===== src/rtl/rf_window_ctrl.sv =====
// Window-management controller for a windowed register file: tracks CWP/SWP,
// services call/return and spills/fills one window through a req/ack memory port.
module rf_window_ctrl #(
    parameter  int N         = 4,
    parameter  int F         = 4,
    parameter  int AW        = 32,
    parameter  int SP_BASE   = 0,
    parameter  int MAX_SPILL = 255,
    localparam int PW        = $clog2(F),
    localparam int SW        = $clog2(2 * N)
) (
    input  logic          CLK,
    input  logic          RESET,
    input  logic          CALL,
    input  logic          RET,
    output logic          READY,
    output logic          DONE,
    output logic          ERR,
    output logic [PW-1:0] CWP,
    output logic [PW-1:0] SWP,
    output logic [PW-1:0] RF_WIN,
    output logic [SW-1:0] RF_SLOT,
    output logic          MEM_REQ,
    output logic          MEM_WE,
    output logic [AW-1:0] MEM_ADDR,
    input  logic          MEM_ACK
);

    localparam int SPLW = (MAX_SPILL > 0) ? $clog2(MAX_SPILL + 1) : 1;

    localparam logic [PW:0]   RES_FULL  = (PW + 1)'(F);
    localparam logic [PW:0]   RES_ONE   = (PW + 1)'(1);
    localparam logic [SPLW-1:0] SPL_MAX = SPLW'(MAX_SPILL);
    localparam logic [SW-1:0] SLOT_LAST = SW'(2 * N - 1);
    localparam logic [AW-1:0] WIN_WORDS = AW'(2 * N);
    localparam logic [AW-1:0] SP_RESET  = AW'(SP_BASE);

    typedef enum logic [1:0] {
        IDLE,
        SPILL,
        FILL,
        FIN
    } state_t;

    state_t          state, state_n;
    logic [PW-1:0]   cwp, cwp_n;
    logic [PW-1:0]   swp, swp_n;
    logic [PW:0]     res, res_n;
    logic [SPLW-1:0] spl, spl_n;
    logic [AW-1:0]   sp, sp_n;
    logic [PW-1:0]   rf_win, rf_win_n;
    logic [SW-1:0]   rf_slot, rf_slot_n;
    logic [AW-1:0]   mem_addr, mem_addr_n;
    logic            done_q, done_n;
    logic            err_q, err_n;

    always_ff @(posedge CLK) begin
        if (RESET) begin
            state    <= IDLE;
            cwp      <= '0;
            swp      <= '0;
            res      <= RES_ONE;
            spl      <= '0;
            sp       <= SP_RESET;
            rf_win   <= '0;
            rf_slot  <= '0;
            mem_addr <= SP_RESET;
            done_q   <= 1'b0;
            err_q    <= 1'b0;
        end else begin
            state    <= state_n;
            cwp      <= cwp_n;
            swp      <= swp_n;
            res      <= res_n;
            spl      <= spl_n;
            sp       <= sp_n;
            rf_win   <= rf_win_n;
            rf_slot  <= rf_slot_n;
            mem_addr <= mem_addr_n;
            done_q   <= done_n;
            err_q    <= err_n;
        end
    end

    always_comb begin
        state_n    = state;
        cwp_n      = cwp;
        swp_n      = swp;
        res_n      = res;
        spl_n      = spl;
        sp_n       = sp;
        rf_win_n   = rf_win;
        rf_slot_n  = rf_slot;
        mem_addr_n = mem_addr;
        done_n     = 1'b0;
        err_n      = 1'b0;

        unique case (state)
            IDLE: begin
                if (CALL && RET) begin
                    err_n = 1'b1;
                end else if (CALL) begin
                    if (res != RES_FULL) begin
                        cwp_n  = cwp + PW'(1);
                        res_n  = res + (PW + 1)'(1);
                        done_n = 1'b1;
                    end else if (spl != SPL_MAX) begin
                        state_n    = SPILL;
                        rf_win_n   = swp;
                        rf_slot_n  = '0;
                        mem_addr_n = sp;
                    end else begin
                        err_n = 1'b1;
                    end
                end else if (RET) begin
                    if (res != RES_ONE) begin
                        cwp_n  = cwp - PW'(1);
                        res_n  = res - (PW + 1)'(1);
                        done_n = 1'b1;
                    end else if (spl != '0) begin
                        // Refill the caller's window top-down from the stack top.
                        state_n    = FILL;
                        rf_win_n   = cwp - PW'(1);
                        rf_slot_n  = SLOT_LAST;
                        mem_addr_n = sp - AW'(1);
                    end else begin
                        err_n = 1'b1;
                    end
                end
            end

            SPILL: begin
                if (MEM_ACK) begin
                    if (rf_slot == SLOT_LAST) begin
                        state_n    = FIN;
                        sp_n       = sp + WIN_WORDS;
                        spl_n      = spl + SPLW'(1);
                        swp_n      = swp + PW'(1);
                        cwp_n      = cwp + PW'(1);
                        rf_slot_n  = '0;
                        mem_addr_n = sp + WIN_WORDS;
                    end else begin
                        rf_slot_n  = rf_slot + SW'(1);
                        mem_addr_n = mem_addr + AW'(1);
                    end
                end
            end

            FILL: begin
                if (MEM_ACK) begin
                    if (rf_slot == '0) begin
                        state_n    = FIN;
                        sp_n       = sp - WIN_WORDS;
                        spl_n      = spl - SPLW'(1);
                        swp_n      = swp - PW'(1);
                        cwp_n      = cwp - PW'(1);
                        mem_addr_n = sp - WIN_WORDS;
                    end else begin
                        rf_slot_n  = rf_slot - SW'(1);
                        mem_addr_n = mem_addr - AW'(1);
                    end
                end
            end

            FIN: begin
                state_n = IDLE;
            end

            default: begin
                state_n = IDLE;
            end
        endcase
    end

    assign READY    = (state == IDLE);
    assign DONE     = done_q | (state == FIN);
    assign ERR      = err_q;
    assign MEM_REQ  = (state == SPILL) || (state == FILL);
    assign MEM_WE   = (state == SPILL);
    assign MEM_ADDR = mem_addr;
    assign CWP      = cwp;
    assign SWP      = swp;
    assign RF_WIN   = rf_win;
    assign RF_SLOT  = rf_slot;

endmodule


===== config.mk =====
export PLATFORM = sky130hd
export DESIGN_NAME = rf_window_ctrl
export DESIGN_NICKNAME = d
export VERILOG_FILES = /design/src/rtl/rf_window_ctrl.sv
export SDC_FILE = /design/constraint.sdc
export NUM_CORES = 1
export LEC_CHECK = 0
export CAP_MARGIN = 20
export CORE_ASPECT_RATIO = 1.75
export CORE_MARGIN = 2
export CORE_UTILIZATION = 55
export CTS_CLUSTER_DIAMETER = 150
export DETAILED_ROUTE_END_ITERATION = 8
export GPL_TIMING_DRIVEN = 0
export PLACE_DENSITY = 0.78
export SLEW_MARGIN = 10
export SYNTH_ARGS = -nofsm -noshare
export SYNTH_HDL_FRONTEND = slang
export SYNTH_SLANG_ARGS = --single-unit

===== constraint.sdc =====
create_clock -name CLK -period 2.7 [get_ports CLK]
set_input_delay 0.54 -clock CLK [delete_from_list [all_inputs] [get_ports CLK]]
set_output_delay 0.54 -clock CLK [all_outputs]
set_load 0.005 [all_outputs]

==> flow_summary.yaml, run 1 <==
sta:
  slew_viol_final: 0
  fmax_mhz: 356
  setup_viol: 3
  layout_min_cycle_time_ns: 2.81
  rsz0062_at_grt: "true"
  final-hold-violation-count: 0
  max-slew-margin-rel_pct: 35.1
  timing.final.crit_share_pct: 104
  final.setup.worst_slack_ns: -0.110
  fin_skew_ns: 0.0144
  worst_slew_pin_slew_ns: 0.973
power_and_ir_drop:
  irDropWorstVdd_v: 0.000908
  leakage_nw: 3.55
  powerDensity_nw_per_um2: 1480
final_layout:
  layout-drive-gt1-share_pct: 15.3
  fin_area_um2: 9660
  syn_to_final_growth_pct: 21.4
  nets: 1230
  antennaDiodeCount: 0
  fillCellCount: 1257
setup_path:
  rr_endpoint: "MEM_ADDR[27]$_SDFFE_PP0P_"
  worstPathRequired_ns: 2.98
  crit_path_end_kind: "flip-flop"
  path_cells: "clkbuf_1, or3_4, nand4b_1, buf_4, or3_1, or2_2, o32ai_1, o21ai_0, a31oi_1"
  rr_worst_depth: 9
  path_buf_inv: 2
  worst_path_max_delay_cell: "or3_4"
  cp-start-kind: "flip-flop"
  rr_startpoint: "MEM_ADDR[6]$_SDFFE_PP0P_"
  worstPathMaxFanout: 7
  worstPathArrival_ns: 3.09
  r2r_slack_ns: -0.11
  worst_path_largest_cell_delay_ns: 0.49
  critical_path_class: "flip-flop to flip-flop"
  crit_family: "simple AND/OR/NAND/NOR gates"
die:
  num_rows: 58
  start_util_pct: 55.7
  core_area_um2: 14300
  die_w_um: 94.9
  die_area_um2: 15500
  chipHeight_um: 163
  num_io_pins: 51
placement:
  port_buffers: 49
  dp_slack_ns: -1.52
  placed_area_um2: 8690
  dp_hpwl_um: 22900
  gp_congestion: 1.01
synth:
  post-synth-top-count-cell: "nor2_1"
  synth_edf_count: 0
  synth_common_cells: "nor2_1, nand2_1, clkbuf_1"
  yosysWarnings: 0
  yosys.cell_types.count: 77
  yosys-top-cells-area: "dfxtp_1, xnor2_1, nor2_1"
  synthArstFlopShare_pct: 0
  synth_top_area_share_pct: 21.4
  syn_area_per_cell_um2: 7.09
  syn_inst: 1123
  synth_area_um2: 7960
  yosys_most_used_dff: "dfxtp_1"
  synth_seq_cells: 85
  synth_nets: 1153
  yosysTopAreaCell: "dfxtp_1"
  ys_seq_area_share_pct: 21.4
clocking:
  cts.sinks: 85
  htreeDepth: 3
  numCtsBuffers: 9
  clock_latency_ns: 0.36
  clk_pin_slew_ns: 0.08
  holdBufCountCts: 0
  cts_tree: "done"
  clockBufferDepth: 2
  ctsRootBufferMaster: "clkbuf_16"
grt:
  grt_pass1_wl_um: 48100
  antenna_found_initial: 0
  grt_max_degree: 15
  grt_overflow_total: 0
  grt_pass1_vias: 8647
  grtUsageTotal_pct: 40.9
route:
  vias_per_cell: 6.78
  drt-pass1-iter-count: 8
  drtIter0Drc: 1312
  drt_wl_total_um: 32700
  wl_per_cell_um: 23.6
  drc: 0
  vias: 9396
  ant_nets: 0
job:
  cap_violations: 0
hold_path:
  hold-path-endpoint: "spl[3]$_SDFFE_PP0P_"
  hp-class: "flip-flop to flip-flop"
  min_path_cells: 2
  hold_start: "spl[3]$_SDFFE_PP0P_"
outcome:
  violations: "setup timing"
  outcome: "finished with violations"
-- how the worst max path moves through the flow --
| stage | cells after the start | slack, ns | to | startpoint |
|---|---|---|---|---|
| floorplan | 10 | 0.0006 | MEM_ADDR[28]$_SDFFE_PP0P_ | MEM_ADDR[0]$_SDFFE_PP0P_ |
| global placement | 12 | -1.52 | MEM_ADDR[28]$_SDFFE_PP0P_ | CALL |
| detailed placement | 12 | -1.52 | MEM_ADDR[0]$_SDFFE_PP0P_ | CALL |
| CTS | 10 | -0.02 | MEM_ADDR[28]$_SDFFE_PP0P_ | sp[3]$_SDFFE_PP0P_ |
| global route | 9 | -0.14 | MEM_ADDR[27]$_SDFFE_PP0P_ | MEM_ADDR[6]$_SDFFE_PP0P_ |
| finish | 9 | -0.11 | MEM_ADDR[27]$_SDFFE_PP0P_ | MEM_ADDR[6]$_SDFFE_PP0P_ |
-- report_power, final --
group / internal (mW) / switching, mW
clock network: 0.871 / 0.584
registers: 1.62 / 0.440
logic: 4.19 / 6.62
-- layer usage --
layer | part of all wire (%) | vias to the layer above | wire length, µm | track usage (%)
li1 | - | 4207 | - | -
met1 | 36 | 4321 | 11700 | 47.4
met2 | 47 | 678 | 15300 | 66.8
met3 | 9.4 | 190 | 3080 | 7.29
met4 | 8.1 | 0 | 2660 | 28.9
met5 | 0 | - | 0 | 0
-- worst reg2reg max path, stage by stage (launching register included) --
cell,delay [ns]
dfxtp_1,0.31
clkbuf_1,0.18
or3_4,0.49
nand4b_1,0.31
buf_4,0.23
or3_1,0.38
or2_2,0.33
o32ai_1,0.12
o21ai_0,0.15
a31oi_1,0.21
-- layout by cell type, fill, tap and decap left out, drive strengths merged, types with 12 or more instances in the layout --
master           n
nor2           137
or3             18
and3            17
buf             42
nand2          112
a211oi          12
nand4           26
a221oi          16
ha              24
o211ai          15
nor4            26
inv             28
nand3           48
o21ai           58
a21oi           61
nor3            43
xor2            58
clkdlybuf4s50   49
dfxtp           85
mux2i           13
clkbuf          92
xnor2           70
-- repair_timing --
action | CTS | global route
pin swaps | 10 | 10
setup buffers | 11 | 15
gates cloned | 0 | 1
hold endpoints to repair | 0 | 0
endpoints found under the setup margin | 81 | 52
gates resized for setup | 84 | 76
-- flip-flops by register name (all words and copies together) (netlist names), 3 cells and up --
register  cells
MEM_ADDR     32
RF_SLOT       3
res           3
sp           29
spl           8
-- final cells by class --
type                            count  area, µm²  share of cell area (%)
Buffer                             96        487                    5.04
Clock buffer                       12        256                    2.66
Clock inverter                      4       77.6                   0.803
Inverter                           27        113                    1.17
Multi-Input combinational cell    906       6090                    63.1
Sequential cell                    85       1720                    17.8
Tap cell                          180        225                    2.33
Timing Repair Buffer               75        686                    7.10
-- logic make-up after synthesis --
| kind of cell | after synthesis | synth area share [%] |
|---|---|---|
| flip-flops | 85 | 21.4 |
| multiplexers | 13 | 1.64 |
| AO/OA/AOI/OAI | 257 | 22.0 |
| XOR/XNOR | 128 | 14.1 |
| AND/OR/NAND/NOR | 482 | 30.3 |
| adder cells (fa/ha/maj) | 25 | 4.03 |
| buffers and inverters | 133 | 6.64 |
-- per-stage QoR --
stage / hold WS [ns] / utilization, % / instances / setup TNS [ns] / power [mW]
final: 0.499 / 67.6 / 1385 / -0.207 / 14.3
after global routing: 0.522 / 67.6 / 1385 / -0.584 / 14.9
after CTS: 0.497 / 65.5 / 1376 / -0.0262 / 13.1
after detailed placement: 0.481 / 60.8 / 1352 / -72.29 / 11.1
after global placement: 0.473 / 60.8 / 1352 / -68.37 / 11.0
after floorplan: 0.456 / - / 1123 / 0 / 8.29
Power figures use the tool's default switching activity.
==> inputs of run 2 (changes only) <==
--- a/config.mk
+++ b/config.mk
@@ -8,9 +8,10 @@
 export CAP_MARGIN = 20
 export CORE_ASPECT_RATIO = 1.75
 export CORE_MARGIN = 2
-export CORE_UTILIZATION = 55
+export CORE_UTILIZATION = 59
 export CTS_CLUSTER_DIAMETER = 150
 export DETAILED_ROUTE_END_ITERATION = 8
+export DONT_BUFFER_PORTS = 1
 export GPL_TIMING_DRIVEN = 0
 export PLACE_DENSITY = 0.78
 export SLEW_MARGIN = 10
==> run 2 against run 1 <==
Net effect: the flow still finishes with violations (setup timing); clock skew fell by 0.0049 ns; sequential power fell by 2%; largest cell class unchanged; highest routed layer unchanged; global-route usage rose by 0.42 points; worst setup slack improved by 0.066 ns; count of clock-buffer cells in the layout fell by 3; critical path type unchanged; via count fell by 2.6%; largest power group unchanged; maximum frequency rose by 2.4%; hold slack got worse by 0.081 ns; sequential share of layout area rose by 0.96 points; wire length fell by 4.0%; critical path depth did not move; design area fell by 5.5%.
==> flow_summary.yaml, run 2 (synthesis gave the netlist of run 1 again) <==
die:
  start_util_pct: 59.8
  num_rows: 56
  chipHeight_um: 158
  core_area_um2: 13300
  die_area_um2: 14500
  num_io_pins: 51
  die_w_um: 91.8
final_layout:
  mostFrequentLayoutCells: "nor2_1, nand2_1, dfxtp_1"
  final_util_pct: 68.5
  nets: 1186
  layout-drive-gt1-share_pct: 15.8
  fin_cells: 1335
  antennaDiodeCount: 0
  layout_commonest_cell: "nor2_1"
  syn_to_final_growth_pct: 14.6
  largest_reg_flops: 32
sta:
  max-slew-margin-rel_pct: 39.6
  slew_viol_final: 0
  rsz0062_at_grt: "true"
  fmax_mhz: 364
  worst_slew_pin_slew_ns: 0.906
  setup_viol: 5
  tns_ns: -0.137
  final-hold-violation-count: 0
  fin_skew_ns: 0.00956
  final.setup.worst_slack_ns: -0.0435
  layout_min_cycle_time_ns: 2.74
  timing.final.crit_share_pct: 102
route:
  drt-pass1-iter-count: 6
  wl_per_cell_um: 23.5
  drt_wl_total_um: 31400
  wl_met2_um: 14800
  drtIter0Drc: 1324
  vias: 9154
  drc: 0
  vias_per_cell: 6.86
  drt-met1-wl_um: 10800
  ant_nets: 0
  top_layer: "met4"
  route.met3.wl_um: 3260
placement:
  port_buffers: 0
  gp_congestion: 1.01
  dp_slack_ns: -1.06
  dp_hpwl_um: 22500
  placedCellCount: 1298
setup_path:
  crit_end: "MEM_ADDR[28]$_SDFFE_PP0P_"
  rr_startpoint: "MEM_ADDR[1]$_SDFFE_PP0P_"
  worst_path_largest_cell_delay_ns: 0.64
  crit_start: "MEM_ADDR[1]$_SDFFE_PP0P_"
  critical_path_class: "flip-flop to flip-flop"
  crit_family: "simple AND/OR/NAND/NOR gates"
  worst_path_max_delay_cell: "or4_4"
  worstPathRequired_ns: 2.96
  path_buf_inv: 1
  crit_path_end_kind: "flip-flop"
  rr_worst_depth: 9
  crit_cells: 9
  rr_endpoint: "MEM_ADDR[28]$_SDFFE_PP0P_"
  path_cells: "inv_4, ha_4, or4b_4, or4_4, nor4_4, xnor2_1, o22ai_2, a2111oi_4, nor4_2"
  worstPathArrival_ns: 3.00
  worstPathMaxFanout: 8
  cp-start-kind: "flip-flop"
  r2r_slack_ns: -0.04
clocking:
  cts.sinks: 85
  clk_pin_slew_ns: 0.07
  clock_latency_ns: 0.35
  clockBufferDepth: 2
  htreeDepth: 3
  ctsRootBufferMaster: "clkbuf_16"
  cts_tree: "done"
  numCtsBuffers: 9
hold_path:
  hp-class: "input pin to flip-flop"
power_and_ir_drop:
  powerDensity_nw_per_um2: 1490
  leakage_nw: 3.37
  irDropWorstVdd_v: 0.000799
job:
  cap_violations: 0
grt:
  grt_pass1_wl_um: 46000
  antenna_found_initial: 0
  grt_pass1_vias: 8295
  grtUsageTotal_pct: 41.3
  grt_max_degree: 17
  grt_overflow_total: 0
outcome:
  violations: "setup timing"
  outcome: "finished with violations"
==> run 2: cell count changes in the layout (fill, tap and decap cells not counted), sizes merged <==
| cell | before | now |
|---|---|---|
| bufinv | 2 | 0 |
| clkbuf | 92 | 95 |
| dlymetal6s2s | 0 | 1 |
| clkinv | 0 | 3 |
| clkdlybuf4s50 | 49 | 0 |
| clkinvlp | 1 | 2 |
| buf | 42 | 40 |
| inv | 28 | 29 |
==> run 2: layer usage <==
| layer | track usage, % | vias up |
|---|---|---|
| met5 | 0 | - |
| met4 | 29.9 | 0 |
| met3 | 8.66 | 201 |
| met2 | 69.5 | 694 |
| met1 | 45.9 | 4149 |
| li1 | - | 4110 |
==> run 2: repair_timing <==
item	CTS	global route
endpoints found under the setup margin	75	60
gates resized for setup	68	102
buffers inserted	7	17
hold buffers	0	0
hold endpoints to repair	0	0
pin swaps	10	23
cloned	0	1
==> run 2: layout make-up <==
class / instances / area, µm²
Timing Repair Buffer: 25 / 201
Sequential cell: 85 / 1710
Multi-Input combinational cell: 906 / 6090
Tap cell: 174 / 218
Inverter: 27 / 115
Clock buffer: 9 / 225
Fill cell: 1209 / 4190
Buffer: 102 / 500
Clock inverter: 7 / 56.3
==> run 2: power breakdown <==
group	total, mW	internal (mW)	switching (mW)
Combinational	10.3	3.87	6.43
Clock	1.24	0.637	0.607
Sequential	2.02	1.61	0.410
Total	13.6	6.12	7.44
==> run 2: per-stage QoR <==
stage | hold slack [ns] | total power, mW | cell area (µm²)
detailed placement | 0.487 | 10.5 | 8190
floorplan | 0.456 | 8.29 | 7970
global route | 0.434 | 14.3 | 9120
finish | 0.418 | 13.6 | 9120
global placement | 0.485 | 10.5 | 8190
CTS | 0.410 | 12.1 | 8720
==> run 2: how the worst min path moves through the flow <==
stage                        start             endpoint  slack, ns  cells past startpoint
6_report                       RET    done_q$_SDFF_PP0_       0.42                      2
5_1_grt                        RET    done_q$_SDFF_PP0_       0.43                      2
4_1_cts                        RET    done_q$_SDFF_PP0_       0.41                      2
3_5_place_dp   spl[4]$_SDFFE_PP0P_  spl[4]$_SDFFE_PP0P_       0.49                      2
3_3_place_gp   spl[4]$_SDFFE_PP0P_  spl[4]$_SDFFE_PP0P_       0.49                      2
2_1_floorplan  spl[4]$_SDFFE_PP0P_  spl[4]$_SDFFE_PP0P_       0.46                      2
==> inputs of run 3 (changes only) <==
--- a/config.mk
+++ b/config.mk
@@ -12,7 +12,6 @@
 export CTS_CLUSTER_DIAMETER = 150
 export DETAILED_ROUTE_END_ITERATION = 8
 export DONT_BUFFER_PORTS = 1
-export GPL_TIMING_DRIVEN = 0
 export PLACE_DENSITY = 0.78
 export SLEW_MARGIN = 10
 export SYNTH_ARGS = -nofsm -noshare
==> run 3 against run 2 <==
Net effect: the run now ends clean; first-iteration DRC count down 33%; sequential share of layout area increased by 0.28 points; die area is the same; global-route usage shrank 5.9 points; total power shrank 5.3%; sequential cell count unchanged; non-clock buffer count is 23 lower; combinational power down 8%; critical endpoint is now MEM_ADDR[20]$_SDFFE_PP0P_.
==> flow_summary.yaml, run 3 (synthesis gave the netlist of run 1 again) <==
sta:
  worst_slew_pin_slew_ns: 0.710
  layout_min_cycle_time_ns: 2.61
  rsz0062_at_grt: "false"
  timing.final.crit_share_pct: 96.7
  final-hold-violation-count: 0
  holdWs_ns: 0.262
  tns_ns: 0
  setup_viol: 0
  fmax_mhz: 383
  slew_viol_final: 0
  fin_skew_ns: 0.00840
  max-slew-margin-rel_pct: 52.2
clocking:
  clk_pin_slew_ns: 0.07
  ctsRootBufferMaster: "clkbuf_16"
  clockBufferDepth: 2
  clock_latency_ns: 0.35
  cts.sinks: 85
  numCtsBuffers: 9
  cts_tree: "done"
  htreeDepth: 3
  post-cts-setup-buffers: 0
  holdBufCountCts: 0
route:
  wl_per_cell_um: 19.8
  drt-pass1-iter-count: 5
  drt_wl_total_um: 26000
  vias: 8577
  ant_nets: 0
  vias_per_cell: 6.54
  drc: 0
  drtIter0Drc: 883
final_layout:
  largest_reg_flops: 32
  layout_commonest_cell: "nor2_1"
  fin_cells: 1311
  nets: 1162
  fin_area_um2: 8930
  mostFrequentLayoutCells: "nor2_1, nand2_1, buf_4"
  syn_to_final_growth_pct: 12.3
  antennaDiodeCount: 0
  fillCellCount: 1158
  layout-drive-gt1-share_pct: 13.6
setup_path:
  crit_start: "MEM_ADDR[0]$_SDFFE_PP0P_"
  cp-start-kind: "flip-flop"
  crit_path_end_kind: "flip-flop"
  rr_startpoint: "MEM_ADDR[0]$_SDFFE_PP0P_"
  critical_path_class: "flip-flop to flip-flop"
  worstPathArrival_ns: 2.84
  worstPathMaxFanout: 6
  worstPathRequired_ns: 2.93
placement:
  dp_hpwl_um: 18700
  placed_area_um2: 8600
  gp_congestion: 0.957
  port_buffers: 0
  placedCellCount: 1295
power_and_ir_drop:
  powerDensity_nw_per_um2: 1440
  irDropWorstVdd_v: 0.000780
  power_mw: 12.8
  leakage_nw: 3.34
die:
  start_util_pct: 59.8
  die_w_um: 91.8
  die_area_um2: 14500
  num_io_pins: 51
  num_rows: 56
  core_area_um2: 13300
  chipHeight_um: 158
outcome:
  outcome: "completed"
grt:
  antenna_found_initial: 0
  grt_overflow_total: 0
  grtUsageTotal_pct: 35.4
  grt_pass1_vias: 8192
  grt_max_degree: 89
  grt_pass1_wl_um: 41200
hold_path:
  hp-class: "input pin to flip-flop"
  hold_start: "RESET"
job:
  cap_violations: 0
## run 3: changes by cell type in the layout (fill, tap and decap cells not counted), sizes merged
cell	before	now
dlymetal6s2s	1	0
clkinvlp	2	0
or4	11	10
clkbuf	95	11
bufinv	0	2
buf	40	104
inv	29	27
## run 3: power breakdown
part,internal (mW),leakage (nW),switching (mW)
sequential,1.60,0.690,0.399
clock,0.840,0.160,0.543
combinational,3.82,2.49,5.64
total,6.26,3.34,6.58
## run 3: repair_timing
| action | CTS | global route |
|---|---|---|
| endpoints found under the setup margin | 0 | 12 |
| resized for setup | 0 | 3 |
| endpoints found under the hold margin | 0 | 0 |
## run 3: worst max-delay path, cell delays in order, from the launching register on
cell and delay [ns]:
dfxtp_1 0.31, inv_1 0.07, ha_1 0.16, or4b_4 0.48, or4_4 0.53, buf_4 0.20, nor2_1 0.16, o221a_2 0.21
o221ai_1 0.14, o211ai_1 0.14, a21oi_1 0.09
## run 3: metrics by stage
step / worst slack [ns] / utilization [%]
after global placement: 0.141 / 64.6
after global routing: 0.00680 / 67.1
after detailed placement: 0.0275 / 64.6
final: 0.0900 / 67.1
after floorplan: 0.000552 / -
after CTS: 0.00368 / 67.0
## run 3: metal layers
layer  track usage, %  share of wire [%]  up-vias
li1                 -                  -     4044
met1             41.6                 38     3970
met2             61.8                 49      472
met3             5.90                8.2       91
met4             18.1                4.9        0
met5                0                  0        -
## run 3: cell type report
type,count,area [µm²],share of cell area (%)
clock buffers,11,243,2.72
clock inverters,5,82.6,0.924
inverters,27,101,1.13
multi-input cells,905,5760,64.4
flip-flops and latches,85,1700,19.0
well taps,174,218,2.44
repair buffers,104,831,9.30
## run 3: path summary, 6_finish.rpt
check,to,slack [ns],cells after the start
worst max-delay path,MEM_ADDR[20]$_SDFFE_PP0P_,0.09,10
worst min-delay path,sp[29]$_SDFFE_PP0P_,0.26,1
worst max register to register,MEM_ADDR[20]$_SDFFE_PP0P_,0.09,10
worst min register to register,spl[5]$_SDFFE_PP0P_,0.49,2
